`src/rtl/zc_period_avg_pkg.sv`:
```
// Shared Doppler-tracker definitions: FSM encoding, accumulator sizing, length clamp.
package zc_period_avg_pkg;

    typedef enum logic {
        StIdle  = 1'b0,
        StAccum = 1'b1
    } state_e;

    localparam int unsigned LogLenW = 4;

    // Accumulator must hold 2^max_log_avg words of counter_size bits without overflow.
    function automatic int unsigned acc_width(input int unsigned counter_size,
                                              input int unsigned max_log_avg);
        return counter_size + max_log_avg;
    endfunction

    function automatic logic [LogLenW-1:0] clamp_log_len(input logic [LogLenW-1:0] len,
                                                         input int unsigned max_len);
        if (32'(len) > max_len) begin
            return LogLenW'(max_len);
        end
        return len;
    endfunction

endpackage

```
`src/rtl/zc_avg_out_reg.sv`:
```
// One-entry output holding register with overwrite detection and saturating overrun count.
module zc_avg_out_reg #(
    parameter int unsigned DATA_W = 32
) (
    input  logic              clk,
    input  logic              reset,
    input  logic              clear,
    input  logic              emit,
    input  logic [DATA_W-1:0] emit_data,
    input  logic              emit_mixed,
    input  logic              emit_timeout,
    input  logic              ready,
    output logic              valid,
    output logic [DATA_W-1:0] data,
    output logic              mixed,
    output logic              timeout_flag,
    output logic [15:0]       overrun_count
);

    // Load on emit, drop on consumption, count words overwritten before being taken.
    always_ff @(posedge clk) begin
        if (!reset || clear) begin
            valid         <= 1'b0;
            data          <= '0;
            mixed         <= 1'b0;
            timeout_flag  <= 1'b0;
            overrun_count <= '0;
        end else if (emit) begin
            valid        <= 1'b1;
            data         <= emit_data;
            mixed        <= emit_mixed;
            timeout_flag <= emit_timeout;
            if (valid && !ready && overrun_count != 16'hFFFF) begin
                overrun_count <= overrun_count + 16'd1;
            end
        end else if (ready) begin
            valid <= 1'b0;
        end
    end

endmodule

```
`src/rtl/zc_period_avg.sv`:
```
// Block averager for zero-crossing half-period counts: 2^N words in, one average out.
module zc_period_avg
    import zc_period_avg_pkg::*;
#(
    parameter int unsigned COUNTER_SIZE = 32,
    parameter int unsigned MAX_LOG_AVG  = 8
) (
    input  logic                    clk,
    input  logic                    reset,
    input  logic                    clear,
    input  logic [3:0]              log_avg_len,
    input  logic [31:0]             timeout,
    input  logic [COUNTER_SIZE-1:0] i_tdata,
    input  logic                    i_tvalid,
    input  logic                    i_tlast,
    output logic                    i_tready,
    output logic [COUNTER_SIZE-1:0] o_tdata,
    output logic                    o_tvalid,
    output logic                    o_tlast,
    input  logic                    o_tready,
    output logic                    o_mixed,
    output logic                    o_timeout,
    output logic [15:0]             overrun_count
);

    localparam int unsigned AccW = acc_width(COUNTER_SIZE, MAX_LOG_AVG);
    localparam int unsigned CntW = MAX_LOG_AVG + 1;

    state_e                   state_q, state_d;
    logic [3:0]               len_q, len_d, len_clamped;
    logic signed [AccW-1:0]   acc_q, acc_d, sample_ext, sum, avg;
    logic [CntW-1:0]          cnt_q, cnt_d, cnt_inc, cnt_target;
    logic                     first_sign_q, first_sign_d;
    logic                     mixed_q, mixed_d;
    logic [31:0]              tmr_q, tmr_d;
    logic                     timeout_hit, sample_mixed, block_done;
    logic                     emit, emit_mixed, emit_timeout;
    logic [COUNTER_SIZE-1:0]  emit_data;
    logic                     unused_bits;

    assign i_tready     = 1'b1;
    assign o_tlast      = 1'b0;
    assign len_clamped  = clamp_log_len(log_avg_len, MAX_LOG_AVG);
    assign sample_ext   = {{MAX_LOG_AVG{i_tdata[COUNTER_SIZE-1]}}, i_tdata};
    assign sum          = acc_q + sample_ext;
    assign avg          = sum >>> len_q;
    assign cnt_inc      = cnt_q + CntW'(1);
    assign cnt_target   = CntW'(1) << len_q;
    assign block_done   = (cnt_inc == cnt_target);
    assign sample_mixed = (i_tdata[COUNTER_SIZE-1] != first_sign_q);
    // Timer counts idle cycles already elapsed, so hitting timeout-1 means this is the Nth.
    assign timeout_hit  = (timeout != 32'd0) && (tmr_q == timeout - 32'd1);
    assign unused_bits  = ^{i_tlast, avg[AccW-1:COUNTER_SIZE]};

    // State register.
    always_ff @(posedge clk) begin
        if (!reset || clear) state_q <= StIdle;
        else                 state_q <= state_d;
    end

    // Next-state logic: zero-length blocks never leave IDLE.
    always_comb begin
        state_d = state_q;
        unique case (state_q)
            StIdle:  if (i_tvalid && len_clamped != 4'd0) state_d = StAccum;
            StAccum: begin
                if (i_tvalid) begin
                    if (block_done) state_d = StIdle;
                end else if (timeout_hit) begin
                    state_d = StIdle;
                end
            end
            default: state_d = StIdle;
        endcase
    end

    // Output decode: block completion or timeout marker.
    always_comb begin
        emit         = 1'b0;
        emit_data    = '0;
        emit_mixed   = 1'b0;
        emit_timeout = 1'b0;
        unique case (state_q)
            StIdle: begin
                if (i_tvalid && len_clamped == 4'd0) begin
                    emit      = 1'b1;
                    emit_data = i_tdata;
                end
            end
            StAccum: begin
                if (i_tvalid) begin
                    if (block_done) begin
                        emit       = 1'b1;
                        emit_data  = avg[COUNTER_SIZE-1:0];
                        emit_mixed = mixed_q | sample_mixed;
                    end
                end else if (timeout_hit) begin
                    emit         = 1'b1;
                    emit_timeout = 1'b1;
                end
            end
            default: ;
        endcase
    end

    // Datapath next-state: block start in IDLE, accumulate or age the timer in ACCUM.
    always_comb begin
        len_d        = len_q;
        acc_d        = acc_q;
        cnt_d        = cnt_q;
        first_sign_d = first_sign_q;
        mixed_d      = mixed_q;
        tmr_d        = tmr_q;
        if (state_q == StIdle) begin
            if (i_tvalid) begin
                len_d        = len_clamped;
                acc_d        = sample_ext;
                cnt_d        = CntW'(1);
                first_sign_d = i_tdata[COUNTER_SIZE-1];
                mixed_d      = 1'b0;
                tmr_d        = '0;
            end
        end else if (i_tvalid) begin
            acc_d   = sum;
            cnt_d   = cnt_inc;
            mixed_d = mixed_q | sample_mixed;
            tmr_d   = '0;
        end else begin
            tmr_d = tmr_q + 32'd1;
        end
    end

    // Datapath registers.
    always_ff @(posedge clk) begin
        if (!reset || clear) begin
            len_q        <= '0;
            acc_q        <= '0;
            cnt_q        <= '0;
            first_sign_q <= 1'b0;
            mixed_q      <= 1'b0;
            tmr_q        <= '0;
        end else begin
            len_q        <= len_d;
            acc_q        <= acc_d;
            cnt_q        <= cnt_d;
            first_sign_q <= first_sign_d;
            mixed_q      <= mixed_d;
            tmr_q        <= tmr_d;
        end
    end

    zc_avg_out_reg #(
        .DATA_W (COUNTER_SIZE)
    ) u_out_reg (
        .clk           (clk),
        .reset         (reset),
        .clear         (clear),
        .emit          (emit),
        .emit_data     (emit_data),
        .emit_mixed    (emit_mixed),
        .emit_timeout  (emit_timeout),
        .ready         (o_tready),
        .valid         (o_tvalid),
        .data          (o_tdata),
        .mixed         (o_mixed),
        .timeout_flag  (o_timeout),
        .overrun_count (overrun_count)
    );

endmodule
```
`config.mk`:
```
export PLATFORM = sky130hd
export DESIGN_NAME = zc_period_avg
export DESIGN_NICKNAME = d
export VERILOG_FILES = /design/src/rtl/zc_period_avg_pkg.sv /design/src/rtl/zc_avg_out_reg.sv /design/src/rtl/zc_period_avg.sv
export SDC_FILE = /design/constraint.sdc
export NUM_CORES = 1
export LEC_CHECK = 0
export CAP_MARGIN = 20
export CORE_AREA = 2 2 160 162
export CTS_BUF_LIST = sky130_fd_sc_hd__clkbuf_2 sky130_fd_sc_hd__clkbuf_4 sky130_fd_sc_hd__clkbuf_8
export DETAILED_ROUTE_END_ITERATION = 6
export DIE_AREA = 0 0 162 164
export PLACE_DENSITY_LB_ADDON = 0.15
export SLEW_MARGIN = 5
export SYNTH_ARGS = -nofsm -noshare
export SYNTH_HDL_FRONTEND = slang
export SYNTH_SLANG_ARGS = --single-unit
```
`constraint.sdc`:
```
create_clock -name clk -period 3.8 [get_ports clk]
set_input_delay 0.76 -clock clk [delete_from_list [all_inputs] [get_ports clk]]
set_output_delay 0.76 -clock clk [all_outputs]
set_load 0.005 [all_outputs]
```
==> results.md <==
- Ys Warns: 0
- Slew HR: 0.4106
- Syn_nets: 1756
- Clock root cell: clkbuf_8
- Die area: 0.02657 sq mm
- Initial Utilization: 0.4920
- CP dominant cell by count: buf_6
- Clk_skew: 0.03213 ns
- Combinational Power Share: 0.364
- Net Switching: 1.620 mW
- Switch share: 0.3636
- First-pass detailed-route iteration total: 5
- Setup TNS: -0.08918 ns
- Antenna violations before repair: 0
- Int Pwr: 2.836 mW
- Startpoint Class: input port
- Mapped Area: 0.01221 sq mm
- Main synth FF type: dfxtp_1
- Area growth from synthesis to layout: 44.36%
- RSZ-0062 raised after global routing: yes
- Endpoints failing hold: 0
- Syn_area_per_cell: 7.460 sq um
- Worst min-delay path category: flop to flop
- Worst slew pin tran: 0.8773 ns
- Number of synthesized flops with an enable pin: 0
- CTS Buffer Depth: 2
- Vias per cell: 6.129
- First-pass GRT wire length: 73.97 mm
- Area of the core: 0.02482 sq mm
- CP max FO: 8
- HPWL after DPL: 36.42 mm
- Final Util: 0.7103
- Ranking of synthesized cells by area: dfxtp_1 23%, a21oi_1 6.5%, o21ai_0 5.5%
- MaxCap Viol Count: 0
- # setup viols final: 6
- Vias in the first global route: 13894
- Hold WS: 0.4589 ns
- Clk network pwr share: 0.297
- Grt ovf: 0
- Cell variety after synth: 80
- Flop-to-flop setup slack: 0.26 ns
- Worst R2R End: u_out_reg.data[15]
- Worst-path clk slew: 0.10 ns
- Drt wl/cell: 19.90 microns
- Hold_sp: u_out_reg.mixed
- Status: complete, but fails checks
- DR vias: 14674
- CTS sink cnt: 139
- CP Capture Type: flop
- Pwr Density: 252.8 mW/mm^2
- Final worst setup slack: -0.03334 ns
- Hold Path Sink: u_out_reg.mixed
- Nets: 2170
- Cell taking the most area after synthesis: dfxtp_1
- Sequential share of power: 0.339
- R2r startpoint: acc_q[0]
- Max-slew violation count: 0
- WS Path Type: input port to flop
- Top-area cell type share of the netlist area: 0.2279
- Die height: 164 microns
- Row count: 58
- Hold path depth: 2
- CTS Hold Bufs: 0
- Later-pin clock latency in the skew report: 0.48 ns
- Worst path slowest cell: or4_4
- Peak supply drop: 0.2149 mV
- Yosys reg bits: 139
- Cells after Synth: 1637
- I/O pin total: 127
- H-tree Lvls: 4
- Pin count of the biggest net entering global routing: 70
- Crit path time final: 3.833 ns
- Leak Pwr: 7.068 nW
- Failing checks: negative setup slack
- Final GP Congestion: 1.000
- Critical path arrival: 4.25 ns
- Iter 0 DRT Violations: 1314
- Total track usage: 0.3507
- PortBufs: 123
- Register area share after synthesis: 0.2279
- Die width: 162 microns
- Critical Path Max Stage Delay: 0.53 ns
- Final WL: 47.65 mm
- Num CTS Buffers: 17
- TritonCTS clock tree: built
- Diode count: 0
- Data required, critical path: 4.22 ns
- R2r worst-path depth: 12
- Achievable Freq: 260.9 MHz
- Ratio of cells with drive above 1 in the final layout: 0.2936
- Tcrit/Tclk final: 1.009
- Drt drc: 0
- Post-synth ARST share: 0
- CP cell instances: buf_6 -> or4_4 -> or4_4 -> or3_4 -> a211o_1 -> a221oi_2 -> nand4_1 -> nor4_4 -> buf_6 -> o2111ai_4 -> buf_6 -> or3_4 -> a21oi_2
- Routed Antenna Nets: 0
critical path: cells and delay by family:
family	cells	cell delay, ns
simple gates	6	2.19
compound gates	4	0.81
buf+inv	3	0.48
timing repair:
action / 4_1_cts / 5_1_grt
setup endpoints to repair: 51 / 49
pin swaps: 38 / 42
cloned: 2 / 0
setup buffers: 14 / 7
resized for setup: 99 / 117
cells by family (layout without fill, tap and decap cells):
kind of cell	after synthesis	after routing	share of synthesized area
mux	79	79	0.08648
compound gates	514	515	0.2653
other cells	2	2	0.0006150
simple gates	629	629	0.2574
xor+xnor	106	106	0.07602
buf+inv	123	549	0.03965
flops	139	139	0.2279
fa+ha+maj	45	45	0.04672
final cells by class:
cell class / instances / area (sq um)
Fill cell: 2155 / 7189
Clock buffer: 17 / 234.0
Timing Repair Buffer: 500 / 4105
Inverter: 17 / 63.81
Multi-Input combinational cell: 1376 / 9856
Clock inverter: 15 / 173.9
Tap cell: 330 / 412.9
Sequential cell: 139 / 2784
per-layer routing:
layer | GRT usage | vias up | share of wire
met4 | 0.1078 | 0 | 0.028
met2 | 0.5932 | 670 | 0.47
met1 | 0.4673 | 6951 | 0.42
met3 | 0.04470 | 99 | 0.081
li1 | - | 6954 | -
met5 | 0 | - | 0
cell usage after synthesis, types with 8 or more instances:
cell type and count:
a221oi_1 13, o211ai_1 28, mux2i_1 38, clkbuf_1 89, inv_1 15, o221ai_1 9
or3_1 34, nor2b_1 28, a31oi_1 21, a22oi_1 8, nor4_1 19, a21o_1 16
ha_1 44, o21ai_0 134, nand4_1 32, xnor2_1 55, nand2_1 166, and2_1 15
buf_1 13, o31ai_1 8, nand2b_1 15, nor2_1 147, a21oi_1 159, nor3_1 39
dfxtp_1 139, a211oi_1 17, o22ai_1 12, mux2_2 22, xor2_1 51, and3_1 27
or2_2 10, mux4_2 19, or4_1 8, o21a_1 11, nand3_1 53
flip-flops by register name, indices dropped and copies added, names as in the netlist:
| signal | flops |
|---|---|
| tmr_q | 32 |
| mixed_q | 1 |
| cnt_q | 9 |
| state_q | 1 |
| u_out_reg.timeout_flag | 1 |
| len_q | 4 |
| u_out_reg.valid | 1 |
| u_out_reg.data | 32 |
| acc_q | 40 |
| u_out_reg.mixed | 1 |
| first_sign_q | 1 |
| u_out_reg.overrun_count | 16 |
power by group through the flow:
stage	clock [mW]	combinational [mW]	sequential, mW
finish	1.32	1.62	1.51
global route	1.40	1.74	1.51
CTS	1.34	1.52	1.51
detailed placement	0	1.47	1.54
global placement	0	1.46	1.54
floorplan	0	0.732	1.53
worst max-delay path by stage:
| stage | to | cells past startpoint | slack [ns] | startpoint |
|---|---|---|---|---|
| floorplan | u_out_reg.data[15] | 11 | -0.11 | timeout[16] |
| global placement | u_out_reg.data[29] | 13 | -0.84 | timeout[16] |
| detailed placement | u_out_reg.overrun_count[7] | 14 | -0.86 | timeout[16] |
| CTS | u_out_reg.overrun_count[5] | 13 | -0.03 | timeout[19] |
| global route | u_out_reg.overrun_count[5] | 13 | -0.12 | timeout[16] |
| finish | u_out_reg.overrun_count[13] | 13 | -0.03 | timeout[17] |
placed cells by master (no fill, tap or decap), types with 19 or more instances in the layout:
cell type and count:
o21ai_0 118, and3_1 27, o211ai_1 28, buf_4 371, nor2b_1 25, dlymetal6s2s_1 19
nand3_1 50, or3_1 29, mux2i_1 37, dfxtp_1 138, nand4_1 32, mux2_2 20
nor2_1 142, a31oi_1 20, ha_4 25, mux4_2 19, clkdlybuf4s50_1 88, nand2_1 164
xnor2_1 54, xor2_1 47, nor3_1 35, a21oi_1 144
per-stage QoR:
step           instances  total power, mW  setup slack (ns)  instance area (sq um)
6_report            2394            4.456          -0.03334                  17630
3_3_place_gp        2339            2.993           -0.8353                  16160
2_1_floorplan       1637            2.261           -0.1113                  12250
4_1_cts             2387            4.371          -0.03286                  17050
5_1_grt             2394            4.648           -0.1176                  17630
3_5_place_dp        2339            3.005           -0.8604                  16160
Power figures use the tool's default switching activity.
